<file path="src/rtl/addsub_seq_pkg.sv">
// Shared types and helpers for the nibble-serial adder/subtractor.
package addsub_seq_pkg;

  localparam int unsigned NIBBLE_W = 4;

  typedef enum logic [1:0] {StIdle, StRun, StDone} state_e;

  function automatic int unsigned cnt_width(input int unsigned nibbles);
    return (nibbles <= 2) ? 1 : $clog2(nibbles);
  endfunction

endpackage

</file>
<file path="src/rtl/Ripple_Carry_Adder_4bit.sv">
// 4-bit ripple-carry adder slice with explicit carry-in.
module Ripple_Carry_Adder_4bit (
  input  logic [3:0] a_i,
  input  logic [3:0] b_i,
  input  logic       c_i,
  output logic [3:0] s_o,
  output logic       c_o
);

  logic [4:0] c;

  always_comb begin
    c    = '0;
    s_o  = '0;
    c[0] = c_i;
    for (int i = 0; i < 4; i++) begin
      s_o[i]   = a_i[i] ^ b_i[i] ^ c[i];
      c[i + 1] = (a_i[i] & b_i[i]) | (c[i] & (a_i[i] ^ b_i[i]));
    end
    c_o = c[4];
  end

endmodule

</file>
<file path="src/rtl/addsub_nibble_sequencer.sv">
// Multi-cycle WIDTH-bit add/sub, one nibble per clock through a single 4-bit slice.
// Define ADDSUB_SEQ_OVERFLOW_EN to add the signed-overflow output out_v.
module addsub_nibble_sequencer
  import addsub_seq_pkg::*;
#(
  parameter int unsigned WIDTH = 16
) (
  input  logic             in_clk,
  input  logic             in_rst_n,
  input  logic             in_valid,
  output logic             out_ready,
  input  logic [WIDTH-1:0] in_x,
  input  logic [WIDTH-1:0] in_y,
  input  logic             in_add_n,
  output logic             out_valid,
  input  logic             in_ready,
  output logic [WIDTH-1:0] out_s,
  output logic             out_busy,
  output logic             out_c
`ifdef ADDSUB_SEQ_OVERFLOW_EN
  ,
  output logic             out_v
`endif
);

  localparam int unsigned NIBBLES = WIDTH / NIBBLE_W;
  localparam int unsigned CntW    = cnt_width(NIBBLES);
  localparam logic [CntW-1:0] LastCnt = CntW'(NIBBLES - 1);

  if ((WIDTH % NIBBLE_W) != 0 || WIDTH < NIBBLE_W) begin : g_width_check
    $error("addsub_nibble_sequencer: WIDTH must be a multiple of 4 and >= 4");
  end

  state_e            state_q, state_d;
  logic [CntW-1:0]   cnt_q, cnt_d;
  logic              carry_q, carry_d;
  logic [WIDTH-1:0]  x_q, x_d, y_q, y_d, s_q, s_d;
  logic              add_n_q, add_n_d;
  logic              c_q, c_d;
`ifdef ADDSUB_SEQ_OVERFLOW_EN
  logic              v_q, v_d;
`endif

  logic [NIBBLE_W-1:0] slice_a, slice_b, slice_s;
  logic                slice_co;

  // Select the active nibble; subtract is X + ~Y + 1 with the +1 preloaded as carry.
  always_comb begin
    slice_a = '0;
    slice_b = '0;
    for (int unsigned i = 0; i < NIBBLES; i++) begin
      if (cnt_q == CntW'(i)) begin
        slice_a = x_q[i*NIBBLE_W +: NIBBLE_W];
        slice_b = y_q[i*NIBBLE_W +: NIBBLE_W] ^ {NIBBLE_W{add_n_q}};
      end
    end
  end

  Ripple_Carry_Adder_4bit u_slice (
    .a_i (slice_a),
    .b_i (slice_b),
    .c_i (carry_q),
    .s_o (slice_s),
    .c_o (slice_co)
  );

  always_comb begin
    state_d = state_q;
    cnt_d   = cnt_q;
    carry_d = carry_q;
    x_d     = x_q;
    y_d     = y_q;
    add_n_d = add_n_q;
    s_d     = s_q;
    c_d     = c_q;
`ifdef ADDSUB_SEQ_OVERFLOW_EN
    v_d     = v_q;
`endif
    unique case (state_q)
      StIdle: begin
        if (in_valid) begin
          x_d     = in_x;
          y_d     = in_y;
          add_n_d = in_add_n;
          carry_d = in_add_n;
          cnt_d   = '0;
          s_d     = '0;
          c_d     = 1'b0;
`ifdef ADDSUB_SEQ_OVERFLOW_EN
          v_d     = 1'b0;
`endif
          state_d = StRun;
        end
      end
      StRun: begin
        for (int unsigned i = 0; i < NIBBLES; i++) begin
          if (cnt_q == CntW'(i)) s_d[i*NIBBLE_W +: NIBBLE_W] = slice_s;
        end
        carry_d = slice_co;
        cnt_d   = cnt_q + 1'b1;
        if (cnt_q == LastCnt) begin
          c_d     = slice_co;
`ifdef ADDSUB_SEQ_OVERFLOW_EN
          // Carry into the MSB is recovered from the MSB's operands and sum bit.
          v_d     = slice_co ^ (slice_a[3] ^ slice_b[3] ^ slice_s[3]);
`endif
          state_d = StDone;
        end
      end
      StDone: begin
        if (in_ready) state_d = StIdle;
      end
      default: state_d = StIdle;
    endcase
  end

  always_ff @(posedge in_clk or negedge in_rst_n) begin
    if (!in_rst_n) begin
      state_q <= StIdle;
      cnt_q   <= '0;
      carry_q <= 1'b0;
      x_q     <= '0;
      y_q     <= '0;
      add_n_q <= 1'b0;
      s_q     <= '0;
      c_q     <= 1'b0;
`ifdef ADDSUB_SEQ_OVERFLOW_EN
      v_q     <= 1'b0;
`endif
    end else begin
      state_q <= state_d;
      cnt_q   <= cnt_d;
      carry_q <= carry_d;
      x_q     <= x_d;
      y_q     <= y_d;
      add_n_q <= add_n_d;
      s_q     <= s_d;
      c_q     <= c_d;
`ifdef ADDSUB_SEQ_OVERFLOW_EN
      v_q     <= v_d;
`endif
    end
  end

  assign out_ready = (state_q == StIdle);
  assign out_valid = (state_q == StDone);
  assign out_busy  = (state_q != StIdle);
  assign out_s     = s_q;
  assign out_c     = c_q;
`ifdef ADDSUB_SEQ_OVERFLOW_EN
  assign out_v     = v_q;
`endif

endmodule

</file>
<file path="config.mk">
export PLATFORM = sky130hd
export DESIGN_NAME = addsub_nibble_sequencer
export DESIGN_NICKNAME = d
export VERILOG_FILES = /design/src/rtl/addsub_seq_pkg.sv /design/src/rtl/Ripple_Carry_Adder_4bit.sv /design/src/rtl/addsub_nibble_sequencer.sv
export SDC_FILE = /design/constraint.sdc
export NUM_CORES = 1
export LEC_CHECK = 0
export CORE_MARGIN = 2
export CORE_UTILIZATION = 40
export CTS_CLUSTER_SIZE = 8
export DETAILED_ROUTE_END_ITERATION = 7
export GPL_TIMING_DRIVEN = 0
export HOLD_SLACK_MARGIN = 0.05
export PLACE_DENSITY = 0.65
export SLEW_MARGIN = 20
export SYNTH_ARGS = -nofsm -noshare
export SYNTH_HDL_FRONTEND = slang
export SYNTH_HIERARCHICAL = 1
export SYNTH_SLANG_ARGS = --single-unit
</file>
<file path="constraint.sdc">
create_clock -name in_clk -period 8.85 [get_ports in_clk]
set_input_delay 1.3275 -clock in_clk [delete_from_list [all_inputs] [get_ports in_clk]]
set_output_delay 1.3275 -clock in_clk [all_outputs]
set_load 0.005 [all_outputs]
</file>
# Word-level counts from Yosys, hierarchy flattened
# Index checks and enable logic that the tools add are counted.
# W data, S select, Z words.
# op_classes
mux	25
n_bitwise	24
n_addsub	1
n_eq_ne	11
reduce_logical	11
# ops
operator	n
$mux W4	12
$pmux W16 S2	1
$mux W16	1
$xor A4 B4 Y4	4
$reduce_and A3 Y1	5
$ne A2 B2 Y1 const B	5
$and A1 B1 Y1	8
$mux W2	4
$xor A1 B1 Y1	8
$eq A2 B2 Y1 const B	3
$pmux W2 S3	1
$eq A2 B1 Y1 const B	2
$logic_not A2 Y1	2
$or A1 B1 Y1	4
$pmux W1 S2	2
$pmux W2 S2	1
$reduce_and A2 Y1	2
$reduce_bool A2 Y1	2
$mux W1	3
$add A2 B1 Y2 const B	1
$ne A2 B1 Y1 const B	1
# totals
ff_bits	55
inputBits	37
elab_cells	83

# Logic depth before layout (Yosys ltp)
# Gate-level depths: netlist of the first run.
# logic_depth
ltp_word	16
mapped_depth	16
depth_no_buf	16

# Hierarchy
# The synthesis of the first run kept the hierarchy.
# modules_own_cells
mod	n_inst	cells_per_inst	area_per_inst_um2
addsub_nibble_sequencer	1	210	2698.8
Ripple_Carry_Adder_4bit	1	14	117.6

# Worst setup path after synthesis of the first run
# Ideal clock, no wire load.
# synth_path
path_type	register to register
from	reg cnt_q[0]
to	reg s_q[11] (netlist: out_s[11])
slack_ns	5.392
path_buffers	1
path_stages_with_launch	17
setup_time_ns	0.121
synth_period_minus_slack_ns	3.458
t_required_ns	8.729
arrival_time_ns	3.337
path_cell_list	dfrtp_1 > inv_1 > ha_1 > clkbuf_1 > nor2_1 > a221oi_1 > fa_1 > inv_1 > fa_1 > inv_1 > fa_1 > inv_1 > fa_1 > inv_1 > nor2b_1 > mux2_2 > a22o_1
# synth_between
elab_chain_cells	15
word_cells_on_any_way	30
classes_between	4 x eq/ne; 10 x mux; 14 x bitwise; 2 x reduce/logical
# synth_lines
item	line	text
start, declared	addsub_nibble_sequencer.sv:35	logic [CntW-1:0] cnt_q, cnt_d;
start signal, assigned	addsub_nibble_sequencer.sv:132	cnt_q <= cnt_d;
$logic_not A2 Y1	addsub_nibble_sequencer.sv:52	if (cnt_q == CntW'(i)) begin
$mux W4 (3 in series)	addsub_nibble_sequencer.sv:52	
$mux W4 *	addsub_nibble_sequencer.sv:52	
net slice_b[0]	addsub_nibble_sequencer.sv:44	logic [NIBBLE_W-1:0] slice_a, slice_b, slice_s;
$xor A1 B1 Y1	Ripple_Carry_Adder_4bit.sv:18	c[i + 1] = (a_i[i] & b_i[i]) | (c[i] & (a_i[i] ^ b_i[i]));
$and A1 B1 Y1	Ripple_Carry_Adder_4bit.sv:18	
$or A1 B1 Y1 *	Ripple_Carry_Adder_4bit.sv:18	
$and A1 B1 Y1 *	Ripple_Carry_Adder_4bit.sv:18	
$or A1 B1 Y1 *	Ripple_Carry_Adder_4bit.sv:18	
$and A1 B1 Y1 *	Ripple_Carry_Adder_4bit.sv:18	
$or A1 B1 Y1 *	Ripple_Carry_Adder_4bit.sv:18	
$xor A1 B1 Y1 *	Ripple_Carry_Adder_4bit.sv:17	s_o[i] = a_i[i] ^ b_i[i] ^ c[i];
net slice_s[3]	addsub_nibble_sequencer.sv:44	
$mux W4 *	addsub_nibble_sequencer.sv:97	if (cnt_q == CntW'(i)) s_d[i*NIBBLE_W +: NIBBLE_W] = slice_s;
$pmux W16 S2 *	addsub_nibble_sequencer.sv:79	unique case (state_q)
end signal, assigned	addsub_nibble_sequencer.sv:125	s_q <= '0;
end signal, assigned	addsub_nibble_sequencer.sv:137	s_q <= s_d;
end, declared	addsub_nibble_sequencer.sv:37	logic [WIDTH-1:0] x_q, x_d, y_q, y_d, s_q, s_d;
# The timed path passes the listed nets; every way through them passes the cells marked *. The select of a mux whose other input is x is not followed.
# A chain may end at the register's enable or synchronous reset.

# Worst setup path in the final report of the first run
# Ends and elaborated chain as after synthesis.

==> results of run 1 <==
-- cell usage after synthesis --
| cell | count |
|---|---|
| dfrtp_1 | 55 |
| mux2_2 | 43 |
| a22o_1 | 17 |
| inv_1 | 15 |
| nor2b_1 | 13 |
| xor2_1 | 12 |
| a221oi_1 | 8 |
| nand2_1 | 7 |
| nor2_1 | 6 |
| a22oi_1 | 5 |
| ha_1 | 5 |
| buf_2 | 4 |
| buf_6 | 4 |
| clkbuf_1 | 4 |
| fa_1 | 4 |
| o31ai_1 | 4 |
| xnor2_1 | 4 |
| o21ai_0 | 3 |
| mux2_1 | 2 |
| nand2b_1 | 2 |
| a21o_1 | 1 |
| and3b_1 | 1 |
| buf_4 | 1 |
| nor3b_4 | 1 |
| o21ba_2 | 1 |
| o21bai_2 | 1 |
| or2_2 | 1 |
-- final cells by class --
class / instances / area (um^2) / area share (%)
Buffer: 13 / 87.58 / 2.448
Clock buffer: 5 / 68.82 / 1.923
Clock inverter: 3 / 15.01 / 0.4196
Inverter: 15 / 56.30 / 1.573
Multi-Input combinational cell: 141 / 1296 / 36.22
Sequential cell: 55 / 1376 / 38.46
Tap cell: 96 / 120.1 / 3.357
Timing Repair Buffer: 56 / 558.0 / 15.59
-- critical path: cells and delay by family, from the launching register on --
family | cells | cell delay [ns]
adder cells (fa/ha/maj) | 5 | 1.51
buffers and inverters | 6 | 0.73
AO/OA/AOI/OAI | 2 | 0.56
flip-flops | 1 | 0.44
AND/OR/NAND/NOR | 2 | 0.32
multiplexers | 1 | 0.27
-- registers in the layout (all words and copies together), names as in the netlist --
name / flops
add_n_q: 1
carry_q: 1
cnt_q: 2
out_c: 1
out_s: 16
state_q: 2
x_q: 16
y_q: 16
-- metrics by stage --
step / utilization [%] / worst slack (ns) / cells
global placement: 51.47 / 4.711 / 376
detailed placement: 51.44 / 4.876 / 376
floorplan: - / 5.392 / 224
finish: 52.67 / 4.923 / 384
global route: 52.67 / 4.606 / 384
CTS: 52.67 / 4.861 / 384
-- power groups by stage --
stage          Combinational, W  Sequential, W  Clock [W]
6_report               0.000883       0.000446   0.000134
5_1_grt                0.000992       0.000463   0.000150
4_1_cts                0.000896       0.000448   0.000139
3_5_place_dp           0.000896       0.000453          0
3_3_place_gp           0.000875       0.000449          0
2_1_floorplan          0.000648       0.000435          0
-- worst min path at each step --
| stage | endpoint | start | slack [ns] | cells past startpoint |
|---|---|---|---|---|
| floorplan | x_q[7] | x_q[7] | 0.46 | 1 |
| global placement | x_q[8] | x_q[8] | 0.47 | 1 |
| detailed placement | x_q[8] | x_q[8] | 0.48 | 1 |
| CTS | x_q[8] | x_q[8] | 0.51 | 1 |
| global route | x_q[6] | x_q[6] | 0.54 | 1 |
| finish | x_q[8] | x_q[8] | 0.50 | 1 |
-- placed cells by master, fill, tap and decap left out, types with 2 or more instances in the layout --
master,Yosys,routed
nand2_1,7,7
nand2b_1,2,2
clkdlybuf4s50_1,0,55
clkbuf_8,0,5
o21ai_0,3,3
clkinv_2,0,3
a221oi_1,8,8
clkbuf_1,4,4
nor2b_1,13,13
buf_4,1,2
o31ai_1,4,4
mux2_2,43,43
buf_6,4,4
a22oi_1,5,5
ha_1,5,5
xor2_1,12,12
inv_1,15,15
nor2_1,6,6
dfrtp_1,55,55
mux2_1,2,2
fa_1,4,4
buf_2,4,4
xnor2_1,4,4
a22o_1,17,17
-- layer usage --
layer  vias to the layer above  track usage, %  share of wire [%]
li1                        914               -                  -
met1                       910           22.03                 49
met2                        55           24.52                 46
met3                         2           3.016                4.4
met4                         0           4.196               0.75
met5                         -               0                  0
-- logic make-up (layout without fill, tap and decap cells) --
kind of cell	count (synthesis)	after routing	share of synthesized area (%)
buffers and inverters	28	92	5.109
XOR/XNOR	16	16	4.975
multiplexers	45	45	17.99
AO/OA/AOI/OAI	40	40	11.73
AND/OR/NAND/NOR	31	31	6.264
flip-flops	55	55	48.87
adder cells (fa/ha/maj)	9	9	5.065
==> run summary, run 1 <==
Net switching power figure -> 0.0005665 W
Cells after synthesis -> 224
Initial drt markers -> 54
Comb pwr share -> 60.3%
CP arrival -> 4.12 ns
Deepest clock path buffer count -> 2
RSZ-0062 raised after global routing -> no
Slowest CP cell -> fa_1
Peak supply drop -> 0.0001663 V
Row count -> 30
Yosys top cell by area -> dfrtp_1
Pleak -> 1.556 nW
Cell depth of the worst flop-to-flop path -> 16
Slew Viols, Final -> 0
Final hold violations -> 0
Tmin final -> 3.927 ns
Register share of total power -> 30.5%
Clk_skew -> 0.006398 ns
Synth unique cells -> 27
Worst slew margin -> 53.48%
Syn nets -> 270
Final instance area -> 3578 um^2
Clock Power Share -> 9.2%
CTS root buffer -> clkbuf_8
Vias -> 1,881
Fillers -> 600
Ant. Diodes -> 0
# setup viols final -> 0
Pin count of the biggest net entering global routing -> 56
Total Routed Length -> 5.498 mm
Ratio of cells with drive above 1 in the final layout -> 22.57%
Worst skew pair latency -> 0.30 ns
First-pass GRT wire length -> 9.328 mm
Maxcap violations -> 0
Max Fclk -> 0.2546 GHz
Port bufs -> 56
Synth top area cells -> dfrtp_1 (49%), mux2_2 (17%), a22o_1 (5.3%)
Crit path launch type -> flop
Sequential fraction of the synthesis area -> 48.87%
Setup Buffers After CTS -> 0
Switching Share -> 38.70%
Largest stage delay on the critical path -> 0.47 ns
Measured slew at the worst slew-check pin -> 0.6978 ns
CTS Buf Count -> 5
Top-area cell type share of the netlist area -> 48.87%
Final Power -> 0.001464 W
Placed cell area -> 3495 um^2
Worst setup path class -> flop to flop
DRC -> 0
CTS Hold Buffers Added -> 0
Die footprint -> 7728 um^2
CP required -> 9.04 ns
Outcome -> finished, final reports clean
CP Cell Sequence -> inv_1, ha_1, clkbuf_1, nor2_1, a221oi_1, fa_1, inv_1, fa_1, inv_1, fa_1, inv_1, fa_1, inv_1, nor2b_1, mux2_2, a22o_1
Final ANT Viol Nets -> 0
Critical Path Fanout Max -> 10
DRT Pass-1 Iters -> 4
Worst reg-to-reg setup slack -> 4.92 ns
Worst Hold Slack -> 0.5003 ns
Post-cts sizing count -> 0
Global placer's final weighted congestion -> 0.7217
CP Capture Point -> out_s[11]
Clk sinks -> 55
Initial antenna violation count -> 0
Most used cell, CP -> inv_1
Vias in the first global route -> 1,904
Worst hold path type -> flop to flop
Netlist Area Pre-Place -> 2816 um^2
Synth warn -> 6
Clock slew at reported path FFs -> 0.10 ns
Synthesized area per cell -> 12.57 um^2
Initial Utilization -> 41.45%
Worst r2r src -> cnt_q[0]
Vias/cell -> 4.898
Ports -> 57
Flop and latch count out of synthesis -> 55
P_int -> 0.0008974 W
CTS tree -> yes
Pwr dens -> 409.1 nW/um^2
Die height -> 87.91 um
Critical path capture point type -> flop
Final period util -> 44.38%
Total grt overflow -> 0
Die X -> 87.91 um
Worst r2r dst -> out_s[11]
CP startpoint -> cnt_q[0]
Setup TNS Final -> 0 ns
Core Box Area -> 6794 um^2
NumNets Final -> 333
Area Growth Syn to Fin -> 27.05%
Drt wl/cell -> 14.32 um
HPWL Detailed -> 4.094 mm
Gr usage total -> 15.55%
H-tree Lvls -> 2
(Power assumes the default switching activity.)
==> run 2, diff against run 1 <==
==> constraint.sdc (replaced) <==
create_clock -name in_clk -period 3.63 [get_ports in_clk]
set_input_delay 0.5445 -clock in_clk [delete_from_list [all_inputs] [get_ports in_clk]]
set_output_delay 0.5445 -clock in_clk [all_outputs]
set_load 0.005 [all_outputs]
==> run summary, run 2 (synthesis gave the netlist of run 1 again) <==
Outcome -> finished, final reports clean
Slew Viols, Final -> 0
Ports -> 57
Post-Layout Cell Count -> 387
Gr usage total -> 15.67%
Crit path launch type -> flop
CTS Buf Count -> 5
HPWL Detailed -> 4.094 mm
Total grt overflow -> 0
Ant. Diodes -> 0
CTS tree -> yes
Row count -> 30
CTS root buffer -> clkbuf_8
Clk_skew -> 0.004830 ns
Measured slew at the worst slew-check pin -> 0.6993 ns
Die X -> 87.91 um
Critical Path Fanout Max -> 10
H-tree Lvls -> 2
NumNets Final -> 336
Final hold violations -> 0
CP arrival -> 3.70 ns
Worst hold path type -> primary input to asynchronous set/reset pin
Maxcap violations -> 0
Worst setup path class -> flop to flop
Worst slew margin -> 53.38%
Vias -> 1,909
Commonest cells after routing, fill and taps aside -> clkdlybuf4s50_1 (55), dfrtp_1 (53), mux2_2 (43)
Dpl cells -> 376
Slowest CP cell -> fa_1
Max Fclk -> 0.2851 GHz
Vias in the first global route -> 1,916
Die height -> 87.91 um
Most common cell after layout, fill and taps aside -> clkdlybuf4s50_1
Final ANT Viol Nets -> 0
Vias/cell -> 4.933
Clk sinks -> 55
Global placer's final weighted congestion -> 0.7217
Final period util -> 96.63%
Pin count of the biggest net entering global routing -> 56
DRC -> 0
Tmin final -> 3.508 ns
Die footprint -> 7728 um^2
CP required -> 3.82 ns
Area Growth Syn to Fin -> 31.76%
Total Routed Length -> 5.742 mm
Ratio of cells with drive above 1 in the final layout -> 29.21%
Drt wl/cell -> 14.84 um
Initial antenna violation count -> 0
Pleak -> 1.596 nW
Initial Utilization -> 41.45%
CP Cell Sequence -> inv_2, ha_4, buf_6, a22oi_1, a221oi_2, fa_1, inv_1, fa_1, inv_1, fa_1, inv_1, fa_1, inv_1, nor2b_2, mux2_2, a22o_1
Critical path capture point type -> flop
# setup viols final -> 0
Initial drt markers -> 73
Deepest clock path buffer count -> 2
Final core area utilization -> 54.62%
Peak supply drop -> 0.0003983 V
Worst reg-to-reg setup slack -> 0.12 ns
Core Box Area -> 6794 um^2
Worst skew pair latency -> 0.30 ns
DRT Pass-1 Iters -> 4
First-pass GRT wire length -> 9.384 mm
Clock slew at reported path FFs -> 0.09 ns
Port bufs -> 56
Largest stage delay on the critical path -> 0.47 ns
Pwr dens -> 1020 nW/um^2
CTS Hold Buffers Added -> 0
[run 2: cell count changes in the layout (fill, tap and decap cells not counted), moves of 3 or more]
cell      delta
a221oi_2     +3
ha_4         +3
nor2b_1      -3
a221oi_1     -3
ha_1         -4
buf_4        +3
[run 2: area by class of cell]
class	count	area [um^2]
fillers	586	3083
multi-input cells	141	1386
flip-flops and latches	55	1379
repair buffers	59	580.6
well taps	96	120.1
plain buffers	13	102.6
clock buffers	5	68.82
inverters	15	58.81
clock inverters	3	15.01
[run 2: worst paths after layout]
check                          from   endpoint  depth (start not counted)
max                        cnt_q[1]  out_s[11]                         16
min                        in_rst_n     y_q[5]                          1
max reg2reg                cnt_q[1]  out_s[11]                         16
min reg2reg                  x_q[8]     x_q[8]                          1
max in group asynchronous  in_rst_n   cnt_q[0]                          1
min in group in_clk          x_q[8]     x_q[8]                          1
[run 2: power by group]
group          total [W]  internal [W]  switching (W)
sequential       0.00110      0.000906       0.000197
clock           0.000328      0.000133       0.000195
combinational    0.00235       0.00127        0.00108
[run 2: timing repair]
item / CTS / global route
pin swaps: 1 / 1
resized for setup: 12 / 19
endpoints found under the setup margin: 6 / 3
buffers inserted: 1 / 2
hold endpoints to repair: 0 / 0
cloned: 0 / 0
[run 2: critical path: cells and delay by family (launching register included)]
kind | cells | cell delay [ns]
AO/OA/AOI/OAI | 3 | 0.58
adder cells (fa/ha/maj) | 5 | 1.40
buffers and inverters | 6 | 0.54
flip-flops | 1 | 0.45
multiplexers | 1 | 0.26
AND/OR/NAND/NOR | 1 | 0.16
[run 2: metrics by stage]
stage	total power [W]	TNS, ns	setup WS [ns]	hold slack (ns)	instance area, um^2
2_1_floorplan	0.002640	0	0.1719	0.2489	2816
3_3_place_gp	0.003229	-0.8221	-0.2772	0.4715	3497
3_5_place_dp	0.003289	-1.110	-0.3439	0.4849	3495
4_1_cts	0.003689	0	0.01192	0.3088	3623
5_1_grt	0.004124	-0.08480	-0.03782	0.3200	3711
6_report	0.003785	0	0.1225	0.2779	3711
[run 2: per-layer routing]
metal	part of all wire, %	vias up	global-route usage, %
met5	0	-	0
met4	0.73	0	4.196
met3	3.4	2	3.016
met2	47	50	24.79
met1	49	938	22.15
li1	-	919	-
